## config.mk

```make
export PLATFORM = sky130hd
export DESIGN_NAME = trace_request_engine_flat
export DESIGN_NICKNAME = d
export VERILOG_FILES = /design/src/rtl/trace_repository_datatypes.sv /design/src/rtl/trace_request_engine_if.sv /design/src/rtl/sat_counter.sv /design/src/rtl/trace_request_engine.sv /design/src/flat_wrapper.sv
export SDC_FILE = /design/constraint.sdc
export NUM_CORES = 1
export LEC_CHECK = 0
export CAP_MARGIN = 20
export CORE_MARGIN = 3
export CORE_UTILIZATION = 40
export CTS_CLUSTER_SIZE = 30
export DETAILED_ROUTE_END_ITERATION = 6
export PLACE_DENSITY_LB_ADDON = 0.2
export SETUP_SLACK_MARGIN = 0.2
export SYNTH_ARGS = -nofsm -noshare
export SYNTH_HDL_FRONTEND = slang
export SYNTH_SLANG_ARGS = --single-unit
export TNS_END_PERCENT = 10
```

## constraint.sdc

```tcl
create_clock -name clk -period 1.8 [get_ports clk]
set_input_delay 0.36 -clock clk [delete_from_list [all_inputs] [get_ports clk]]
set_output_delay 0.36 -clock clk [all_outputs]
set_load 0.005 [all_outputs]
```

## src/rtl/trace_repository_datatypes.sv

```systemverilog
// Shared types for the trace repository protocol and its request engine.
// Entry format, engine state encoding and mark-done flag values.
package trace_repository_datatypes;

  typedef struct packed {
    logic [7:0]  op;
    logic [23:0] addr;
  } trace_format;

  typedef enum logic [2:0] {
    S_IDLE,
    S_REQ,
    S_CLAIM,
    S_ISSUE,
    S_EXEC,
    S_RETIRE,
    S_BACKOFF,
    S_DONE
  } trace_req_state_e;

  localparam logic PF_CLAIM  = 1'b1;
  localparam logic PF_RETIRE = 1'b0;

endpackage

```

## src/rtl/trace_request_engine_if.sv

```systemverilog
// Repository request/mark-done and executor handshake bundle.
// master = request engine, slave = repository plus executor.
interface trace_request_engine_if #(
  parameter int IDXW = 11
);
  import trace_repository_datatypes::*;

  logic            trace_req;
  logic            cancel;
  trace_format     trace_in;
  logic [IDXW-1:0] trace_index_i;
  logic            entry_valid;
  logic            cancelled;
  logic            processing_complete;
  logic [IDXW-1:0] index_done;
  logic            mark_done;
  logic            processing_flag;
  logic            mark_done_valid;
  logic            exec_valid;
  logic            exec_ready;
  trace_format     exec_entry;
  logic [IDXW-1:0] exec_index;
  logic            exec_done;

  modport master (
    output trace_req, cancel,
    output index_done, mark_done,
    output processing_flag,
    output exec_valid, exec_entry,
    output exec_index,
    input  trace_in, trace_index_i,
    input  entry_valid, cancelled,
    input  processing_complete,
    input  mark_done_valid,
    input  exec_ready, exec_done
  );

  modport slave (
    input  trace_req, cancel,
    input  index_done, mark_done,
    input  processing_flag,
    input  exec_valid, exec_entry,
    input  exec_index,
    output trace_in, trace_index_i,
    output entry_valid, cancelled,
    output processing_complete,
    output mark_done_valid,
    output exec_ready, exec_done
  );

endinterface

```

## src/rtl/sat_counter.sv

```systemverilog
// Saturating up-counter with synchronous clear.
// Holds at all-ones instead of wrapping.
module sat_counter #(
  parameter int WIDTH = 16
) (
  input  logic             clk,
  input  logic             rst_n,
  input  logic             inc,
  input  logic             clr,
  output logic [WIDTH-1:0] q
);

  logic [WIDTH-1:0] cnt_q, cnt_d;

  always_comb begin
    cnt_d = cnt_q;
    if (clr) begin
      cnt_d = '0;
    end else if (inc && (cnt_q != '1)) begin
      cnt_d = cnt_q + WIDTH'(1);
    end
  end

  always_ff @(posedge clk or negedge rst_n) begin
    if (!rst_n) cnt_q <= '0;
    else        cnt_q <= cnt_d;
  end

  assign q = cnt_q;

endmodule

```

## src/rtl/trace_request_engine.sv

```systemverilog
// Initiator for the trace repository: request, claim, execute, retire.
// One entry in flight; stalled requests are cancelled and backed off.
module trace_request_engine
  import trace_repository_datatypes::*;
#(
  parameter int TRACE_ENTRIES  = 2048,
  parameter int WAIT_TIMEOUT   = 64,
  parameter int BACKOFF_CYCLES = 8,
  parameter int COUNT_WIDTH    = 16
) (
  input  logic                   clk,
  input  logic                   rst_n,
  input  logic                   enable,
  trace_request_engine_if.master bus,
  output logic                   done,
  output logic                   busy,
  output logic [COUNT_WIDTH-1:0] dispatch_count,
  output logic [COUNT_WIDTH-1:0] cancel_count
);

  localparam int IDXW = $clog2(TRACE_ENTRIES);
  localparam int WTW  = (WAIT_TIMEOUT > 0) ?
                        $clog2(WAIT_TIMEOUT + 1) : 1;
  localparam int BOC  = (BACKOFF_CYCLES < 1) ?
                        1 : BACKOFF_CYCLES;
  localparam int BOW  = $clog2(BOC + 1);

  localparam logic [WTW-1:0] WT_MAX  = WTW'(WAIT_TIMEOUT);
  localparam logic [BOW-1:0] BO_LAST = BOW'(BOC - 1);

  trace_req_state_e state_q, state_d;
  logic [WTW-1:0]   wait_q, wait_d;
  logic [BOW-1:0]   bo_q, bo_d;
  trace_format      entry_q, entry_d;
  logic [IDXW-1:0]  idx_q, idx_d;
  logic             early_q, early_d;

  logic req_o, cancel_o, mark_o, flag_o;
  logic xvalid_o, done_o, busy_o;
  logic disp_inc, canc_inc, to_hit;

  assign to_hit = (WAIT_TIMEOUT != 0) && (wait_q == WT_MAX);

  always_comb begin
    state_d  = state_q;
    wait_d   = '0;
    bo_d     = '0;
    entry_d  = entry_q;
    idx_d    = idx_q;
    early_d  = 1'b0;
    req_o    = 1'b0;
    cancel_o = 1'b0;
    mark_o   = 1'b0;
    flag_o   = PF_RETIRE;
    xvalid_o = 1'b0;
    done_o   = 1'b0;
    busy_o   = 1'b0;
    disp_inc = 1'b0;
    canc_inc = 1'b0;
    unique case (state_q)
      S_IDLE: begin
        if (enable) state_d = S_REQ;
      end
      S_REQ: begin
        req_o    = 1'b1;
        cancel_o = to_hit;
        // counter parks at the limit so cancel stays held
        wait_d   = to_hit ? wait_q : wait_q + WTW'(1);
        if (bus.entry_valid) begin
          entry_d = bus.trace_in;
          idx_d   = bus.trace_index_i;
          state_d = S_CLAIM;
        end else if (bus.cancelled) begin
          canc_inc = 1'b1;
          state_d  = S_BACKOFF;
        end else if (bus.processing_complete) begin
          state_d = S_DONE;
        end
      end
      S_CLAIM: begin
        busy_o = 1'b1;
        mark_o = 1'b1;
        flag_o = PF_CLAIM;
        if (bus.mark_done_valid) state_d = S_ISSUE;
      end
      S_ISSUE: begin
        busy_o   = 1'b1;
        xvalid_o = 1'b1;
        if (bus.exec_ready) begin
          early_d = bus.exec_done;
          state_d = S_EXEC;
        end
      end
      S_EXEC: begin
        busy_o = 1'b1;
        if (bus.exec_done || early_q) state_d = S_RETIRE;
      end
      S_RETIRE: begin
        busy_o = 1'b1;
        mark_o = 1'b1;
        flag_o = PF_RETIRE;
        if (bus.mark_done_valid) begin
          disp_inc = 1'b1;
          state_d  = enable ? S_REQ : S_IDLE;
        end
      end
      S_BACKOFF: begin
        if (bo_q == BO_LAST) state_d = enable ? S_REQ : S_IDLE;
        else                 bo_d    = bo_q + BOW'(1);
      end
      S_DONE: begin
        done_o = 1'b1;
        if (!enable) state_d = S_IDLE;
      end
      default: state_d = S_IDLE;
    endcase
  end

  always_ff @(posedge clk or negedge rst_n) begin
    if (!rst_n) begin
      state_q <= S_IDLE;
      wait_q  <= '0;
      bo_q    <= '0;
      entry_q <= '0;
      idx_q   <= '0;
      early_q <= 1'b0;
    end else begin
      state_q <= state_d;
      wait_q  <= wait_d;
      bo_q    <= bo_d;
      entry_q <= entry_d;
      idx_q   <= idx_d;
      early_q <= early_d;
    end
  end

  sat_counter #(.WIDTH(COUNT_WIDTH)) u_disp (
    .clk   (clk),
    .rst_n (rst_n),
    .inc   (disp_inc),
    .clr   (1'b0),
    .q     (dispatch_count)
  );

  sat_counter #(.WIDTH(COUNT_WIDTH)) u_canc (
    .clk   (clk),
    .rst_n (rst_n),
    .inc   (canc_inc),
    .clr   (1'b0),
    .q     (cancel_count)
  );

  assign bus.trace_req       = req_o;
  assign bus.cancel          = cancel_o;
  assign bus.mark_done       = mark_o;
  assign bus.processing_flag = flag_o;
  assign bus.index_done      = idx_q;
  assign bus.exec_valid      = xvalid_o;
  assign bus.exec_entry      = entry_q;
  assign bus.exec_index      = idx_q;
  assign done                = done_o;
  assign busy                = busy_o;

endmodule

```

## src/flat_wrapper.sv

```systemverilog
// flat-port wrapper written by rule: the top's interface ports become plain ports
module trace_request_engine_flat import trace_repository_datatypes::*;
#(
  parameter int TRACE_ENTRIES  = 2048,
  parameter int WAIT_TIMEOUT   = 64,
  parameter int BACKOFF_CYCLES = 8,
  parameter int COUNT_WIDTH    = 16
)
  (clk, rst_n, enable, done, busy, dispatch_count, cancel_count, bus_trace_req, bus_cancel, bus_index_done, bus_mark_done, bus_processing_flag, bus_exec_valid, bus_exec_entry, bus_exec_index, bus_trace_in, bus_trace_index_i, bus_entry_valid, bus_cancelled, bus_processing_complete, bus_mark_done_valid, bus_exec_ready, bus_exec_done);
  trace_request_engine_if #(.IDXW(11)) bus_i ();
  input  logic clk;
  input  logic rst_n;
  input  logic enable;
  output logic done;
  output logic busy;
  output logic [COUNT_WIDTH-1:0] dispatch_count;
  output logic [COUNT_WIDTH-1:0] cancel_count;
  output wire logic [$bits(bus_i.trace_req)-1:0] bus_trace_req;
  output wire logic [$bits(bus_i.cancel)-1:0] bus_cancel;
  output wire logic [$bits(bus_i.index_done)-1:0] bus_index_done;
  output wire logic [$bits(bus_i.mark_done)-1:0] bus_mark_done;
  output wire logic [$bits(bus_i.processing_flag)-1:0] bus_processing_flag;
  output wire logic [$bits(bus_i.exec_valid)-1:0] bus_exec_valid;
  output wire logic [$bits(bus_i.exec_entry)-1:0] bus_exec_entry;
  output wire logic [$bits(bus_i.exec_index)-1:0] bus_exec_index;
  input wire logic [$bits(bus_i.trace_in)-1:0] bus_trace_in;
  input wire logic [$bits(bus_i.trace_index_i)-1:0] bus_trace_index_i;
  input wire logic [$bits(bus_i.entry_valid)-1:0] bus_entry_valid;
  input wire logic [$bits(bus_i.cancelled)-1:0] bus_cancelled;
  input wire logic [$bits(bus_i.processing_complete)-1:0] bus_processing_complete;
  input wire logic [$bits(bus_i.mark_done_valid)-1:0] bus_mark_done_valid;
  input wire logic [$bits(bus_i.exec_ready)-1:0] bus_exec_ready;
  input wire logic [$bits(bus_i.exec_done)-1:0] bus_exec_done;
  assign bus_trace_req = bus_i.trace_req;
  assign bus_cancel = bus_i.cancel;
  assign bus_index_done = bus_i.index_done;
  assign bus_mark_done = bus_i.mark_done;
  assign bus_processing_flag = bus_i.processing_flag;
  assign bus_exec_valid = bus_i.exec_valid;
  assign bus_exec_entry = bus_i.exec_entry;
  assign bus_exec_index = bus_i.exec_index;
  assign bus_i.trace_in = bus_trace_in;
  assign bus_i.trace_index_i = bus_trace_index_i;
  assign bus_i.entry_valid = bus_entry_valid;
  assign bus_i.cancelled = bus_cancelled;
  assign bus_i.processing_complete = bus_processing_complete;
  assign bus_i.mark_done_valid = bus_mark_done_valid;
  assign bus_i.exec_ready = bus_exec_ready;
  assign bus_i.exec_done = bus_exec_done;
  trace_request_engine #(.TRACE_ENTRIES(TRACE_ENTRIES), .WAIT_TIMEOUT(WAIT_TIMEOUT), .BACKOFF_CYCLES(BACKOFF_CYCLES), .COUNT_WIDTH(COUNT_WIDTH)) u_core (.clk(clk), .rst_n(rst_n), .enable(enable), .bus(bus_i), .done(done), .busy(busy), .dispatch_count(dispatch_count), .cancel_count(cancel_count));
endmodule
```

==> impl_metrics.ini, run 1 <==
[power]
vdd_drop_max_mv = 0.838
sequentialPowerShare_pct = 34.5
comb_power_share_pct = 48.3
pwr_density_cell_nw_per_um2 = 1280
power_switching_w = 0.00272
cellInternalPower_w = 0.00627
p_clk_share_pct = 17.1
p_leak_nw = 3.61
finalPower_w = 0.00898
swShare_pct = 30.3

[routing]
via_per_inst = 5.08
drtIter0Drc = 115
ant_nets = 0
first_pass_iters = 4
drc = 0
vias = 3414
wl_per_cell_um = 16.9
drt_wl_total_mm = 11.3

[placement]
port_buffers = 144
dpl-instance-area_um2 = 5950
placed_cells = 631
dp_hpwl_mm = 7.09
place.gp.congestion = 0.845
pre_cts_ws_ns = -0.280

[logic_synthesis]
synth_ff_type = dfrtp_1
ys_seq_area_share_pct = 54.3
avgSynthCellArea_um2 = 12.3
yosys_warnings = 0
synth_edf_count = 0
async_flop_share_pct = 100
syn_nets = 395
synth-seq-cells = 90
synth_cell_types = 43
syn-instance-count = 338
netlist_area_um2 = 4150

[final_layout]
area_growth_pct = 68.8
layout_common_cells = 89 x dfrtp_1, 50 x clkdlybuf4s50_1, 46 x dlygate4sd2_1
finalInstanceArea_um2 = 7000
layout-drive-gt1-share_pct = 34.5
nNetsFinal = 591
layout_commonest_cell = dfrtp_1
layoutNonFillerInstCount = 672
antennaDiodeCount = 0

[global_routing]
antenna_found_initial = 0
grt_max_degree = 34
grt_pass1_wl_mm = 17.9
grt.overflow.total = 0
track_usage_pct = 19.1
grt_pass1_vias = 3499

[setup_path]
path_cells = or3b_4 > buf_6 > nor2_1 > buf_2
required_ns = 1.44
crit_fanout = 3
crit_path_end_kind = output pin
path_class = reg -> out
slowest_stage = dfrtp_1
critical-path-max-stage-delay_ns = 0.41
start_kind = register
cp.arrival_ns = 1.49

[clocking]
clkTransAtPathRegs_ns = 0.09
cts_max_level = 3
cts-root-buf = clkbuf_8
clock_sinks = 90
worstSkewPairLatency_ns = 0.35
cts_buffer_depth = 2
numCtsBuffers = 9
cts_tree = built

[outcome]
violations = negative setup slack
status = complete, but fails checks

[floorplan]
fp.dieH_um = 108
core-area_um2 = 9910
fp.dieW_um = 108
num_rows = 36
initial_core_util_pct = 41.8
pin_count = 145
die_area_um2 = 11600

[run]
drv_cap = 0

[timing]
holdWs_ns = 0.490
rsz0062_at_grt = yes
finalCriticalPeriod_ns = 1.85
layout_setup_ws_ns = -0.0491
slew_violations = 0
hold_violations = 0
clock.fmax_ghz = 0.541
setup_viol = 2
finalCritPeriodShare_pct = 103
tightest_slew_ns = 0.461
finClkSkew_ns = 0.0106
slew_headroom_pct = 69.2

[worst_hold_path]
hold_path_class = reg -> reg
stage by stage:
step,TNS [ns],utilization [%]
3_5_place_dp,-6.21,60.1
2_1_floorplan,0,-
5_1_grt,-1.65,70.6
6_report,-0.0734,70.6
3_3_place_gp,-3.33,60.1
4_1_cts,-0.0466,67.2
sequential cells by signal, summed over array words and instances, names as in the netlist:
name                   count
u_core.bo_q                4
u_core.bus.exec_entry     32
u_core.bus.exec_index     11
u_core.early_q             1
u_core.state_q             3
u_core.u_canc.q           16
u_core.u_disp.q           16
u_core.wait_q              7
cell usage after synthesis (all sizes together), types with 2 or more instances:
cell type / instances / area [µm²]
mux2: 46 / 518
inv: 6 / 22.5
or3: 3 / 18.8
nor3: 7 / 46.3
o21ai: 4 / 20.0
nor4b: 2 / 32.5
nand4: 9 / 56.3
mux2i: 3 / 30.0
nand2b: 2 / 12.5
xnor2: 9 / 78.8
a21oi: 5 / 25.0
nor4: 12 / 81.3
nand3: 14 / 70.1
nand2: 13 / 48.8
a41oi: 3 / 26.3
buf: 19 / 138
a211oi: 4 / 45.1
a31oi: 3 / 18.8
nor2b: 5 / 31.3
and3: 9 / 56.3
and4: 4 / 35.0
nor2: 15 / 56.3
ha: 5 / 62.6
dfrtp: 90 / 2250
xor2: 26 / 228
o211ai: 3 / 22.5
clkbuf: 6 / 22.5
and2: 2 / 12.5
per-layer routing:
layer  routed length (µm)  part of all wire, %  track usage (%)
met1                 5090                   45             26.0
met3                  777                  6.9             3.84
met2                 5360                   47             31.2
met5                    0                    0                0
met4                   93                 0.82             5.23
critical path, delay by kind of cell (launching register included):
family                 cells  cell delay (ns)
buffers and inverters      2             0.25
and+or+nand+nor            2             0.48
DFF                        1             0.41
logic make-up (layout without fill, tap and decap cells):
group / Yosys count / after routing / share of synthesized area [%]
xor gates and xnor gates: 35 / 35 / 7.40
AOI/OAI and AO/OA: 24 / 24 / 4.20
muxes: 49 / 49 / 13.2
and+or+nand+nor: 104 / 104 / 14.9
adders and majority gates: 5 / 5 / 1.51
buffers and inverters: 31 / 232 / 4.41
DFF: 90 / 90 / 54.3
power by group through the flow:
| stage | combinational, W | clock [W] | sequential (W) |
|---|---|---|---|
| after floorplan | 0.00156 | 0 | 0.00315 |
| final | 0.00434 | 0.00154 | 0.00310 |
| after detailed placement | 0.00362 | 0 | 0.00313 |
| after CTS | 0.00430 | 0.00159 | 0.00311 |
| after global routing | 0.00467 | 0.00167 | 0.00320 |
| after global placement | 0.00356 | 0 | 0.00309 |
worst paths after layout:
check,start,to,slack [ns],cells past startpoint
min reg2reg,u_core.u_canc.q[13]$_DFFE_PN0P_,u_core.u_canc.q[13]$_DFFE_PN0P_,0.49,1
max,u_core.state_q[1]$_DFFE_PN0P_,bus_cancel,-0.05,4
max reg2reg,u_core.state_q[1]$_DFFE_PN0P_,u_core.u_canc.q[14]$_DFFE_PN0P_,-0.02,5
min,u_core.u_canc.q[13]$_DFFE_PN0P_,u_core.u_canc.q[13]$_DFFE_PN0P_,0.49,1
min in group asynchronous,rst_n,u_core.bus.exec_entry[14]$_DFFE_PN0P_,0.52,2
max in group asynchronous,rst_n,u_core.bus.exec_entry[0]$_DFFE_PN0P_,0.72,3
final cells by class:
| class | count | area [µm²] |
|---|---|---|
| fill | 701 | 2910 |
| sequential | 90 | 2250 |
| multi-input combinational | 217 | 2230 |
| timing repair buffer | 210 | 2100 |
| tap | 133 | 166 |
| clock buffer | 9 | 124 |
| clock inverter | 7 | 98.8 |
| inverter | 6 | 22.5 |
what timing repair did:
item                                    CTS  global route
endpoints found under the setup margin  129           124
resized for setup                       181            64
endpoints found under the hold margin    31             0
gates cloned                              1             0
buffers inserted                         13            10
pin swaps                                46            34
hold buffers                              1             0
Note: power is estimated with default switching activity, not from simulation.
==> run 2: changes to the inputs <==
--- a/config.mk
+++ b/config.mk
@@ -10,6 +10,7 @@
 export CORE_UTILIZATION = 40
 export CTS_CLUSTER_SIZE = 30
 export DETAILED_ROUTE_END_ITERATION = 6
+export MAX_ROUTING_LAYER = met4
 export PLACE_DENSITY_LB_ADDON = 0.2
 export SETUP_SLACK_MARGIN = 0.2
 export SYNTH_ARGS = -nofsm -noshare
==> run 2 against run 1 <==
The flow still finishes with violations (negative setup slack). Final cell count unchanged. Utilization about the same. Fmax down 0.16%. Combinational power about the same. Critical path type unchanged. Critical endpoint unchanged. Largest power group unchanged. Highest routed layer unchanged.
==> impl_metrics.ini, run 2 (synthesis gave the netlist of run 1 again) <==
[final_layout]
fin_util_pct = 70.6
antennaDiodeCount = 0
area_growth_pct = 68.8
fillers = 703
layout_common_cells = 89 x dfrtp_1, 50 x clkdlybuf4s50_1, 46 x dlygate4sd2_1
finalInstanceArea_um2 = 7000
layout_commonest_cell = dfrtp_1
seqCellArea_um2 = 2250
largest_register_ff_count = 32
layout-drive-gt1-share_pct = 34.3
multi_input_comb_area_um2 = 2230
nNetsFinal = 591
layoutNonFillerInstCount = 672

[clocking]
numCtsBuffers = 9
clkTransAtPathRegs_ns = 0.09
cts_max_level = 3
cts_tree = built
worstSkewPairLatency_ns = 0.35
clock_sinks = 90
cts_buffer_depth = 2
cts-root-buf = clkbuf_8

[setup_path]
r2r_start = u_core.state_q[1]$_DFFE_PN0P_
rr_endpoint = u_core.u_canc.q[14]$_DFFE_PN0P_
path_class = reg -> out
rrSetupSlack_ns = -0.02
crit_path_end_kind = output pin
r2r_cells = 5
cp.arrival_ns = 1.49
required_ns = 1.44
crit_fanout = 3
start_kind = register

[placement]
placed_cells = 631
dpl-instance-area_um2 = 5950
dp_hpwl_mm = 7.09
pre_cts_ws_ns = -0.280
port_buffers = 144
place.gp.congestion = 0.859

[timing]
hold_violations = 0
setup_viol = 2
tightest_slew_ns = 0.465
clock.fmax_ghz = 0.540
layout_setup_ws_ns = -0.0521
finalCriticalPeriod_ns = 1.85
rsz0062_at_grt = yes
slew_headroom_pct = 69.0
finalCritPeriodShare_pct = 103
tns_ns = -0.0744
slew_violations = 0
finClkSkew_ns = 0.0106

[global_routing]
track_usage_pct = 19.7
grt.overflow.total = 0
grt_pass1_vias = 3494
grt_pass1_wl_mm = 17.9
antenna_found_initial = 0
grt_max_degree = 34

[worst_hold_path]
holdPathEnd = u_core.bo_q[0]$_DFF_PN0_
hold_path_class = reg -> reg
hp-start = u_core.bo_q[0]$_DFF_PN0_
hold_depth = 1

[floorplan]
fp.dieW_um = 108
pin_count = 145
initial_core_util_pct = 41.8
fp.dieH_um = 108
num_rows = 36
die_area_um2 = 11600
core-area_um2 = 9910

[power]
p_leak_nw = 3.61
pwr_density_cell_nw_per_um2 = 1290
vdd_drop_max_mv = 0.840

[routing]
drtIter0Drc = 142
vias = 3432
ant_nets = 0
drt_wl_total_mm = 11.3
first_pass_iters = 4
via_per_inst = 5.11
drc = 0
wl_per_cell_um = 16.9

[outcome]
status = complete, but fails checks
violations = negative setup slack

[run]
drv_cap = 0
==> run 2: per-stage QoR <==
| stage | power [W] | hold slack (ns) |
|---|---|---|
| floorplan | 0.00471 | 0.0644 |
| global placement | 0.00665 | 0.338 |
| detailed placement | 0.00675 | 0.342 |
| CTS | 0.00900 | 0.491 |
| global route | 0.00955 | 0.510 |
| finish | 0.00899 | 0.486 |
==> run 2: final cells by class <==
cell class / count / area share (%)
Timing Repair Buffer: 210 / 30.0
Tap cell: 133 / 2.38
Sequential cell: 90 / 32.2
Clock inverter: 7 / 1.41
Clock buffer: 9 / 1.77
Multi-Input combinational cell: 217 / 31.9
Inverter: 6 / 0.322
==> run 2: worst max-delay path by stage <==
stage	depth (start not counted)	end	from
6_report	4	bus_cancel	u_core.state_q[1]$_DFFE_PN0P_
3_3_place_gp	5	u_core.u_canc.q[14]$_DFFE_PN0P_	bus_entry_valid
3_5_place_dp	5	u_core.u_canc.q[6]$_DFFE_PN0P_	bus_entry_valid
2_1_floorplan	7	u_core.bus.exec_entry[0]$_DFFE_PN0P_	u_core.state_q[2]$_DFFE_PN0P_
5_1_grt	4	bus_cancel	u_core.wait_q[3]$_DFFE_PN0N_
4_1_cts	4	bus_cancel	u_core.state_q[2]$_DFFE_PN0P_
==> run 2: what timing repair did <==
action / in CTS / in global routing
pin swaps: 46 / 34
hold buffers: 1 / 0
buffers inserted: 13 / 10
setup endpoints to repair: 129 / 124
hold endpoints to repair: 31 / 0
gates resized for setup: 181 / 64
gates cloned: 1 / 0
==> run 2: power by group <==
| group | internal, W | total, W | switching (W) |
|---|---|---|---|
| sequential | 0.00267 | 0.00310 | 0.000431 |
| clock | 0.000795 | 0.00155 | 0.000755 |
| combinational | 0.00280 | 0.00434 | 0.00154 |
| total | 0.00627 | 0.00899 | 0.00273 |
==> run 2: critical path: stages, from the launching register on <==
cell and delay (ns):
dfrtp_1 0.41, or3b_4 0.41, buf_6 0.13, nor2_1 0.07, buf_2 0.12
==> run 2: routing by layer <==
| metal | global-route usage [%] | routed length [µm] |
|---|---|---|
| met1 | 26.1 | 5120 |
| met2 | 31.2 | 5370 |
| met3 | 4.38 | 751 |
| met4 | 4.69 | 93 |
| met5 | - | 0 |
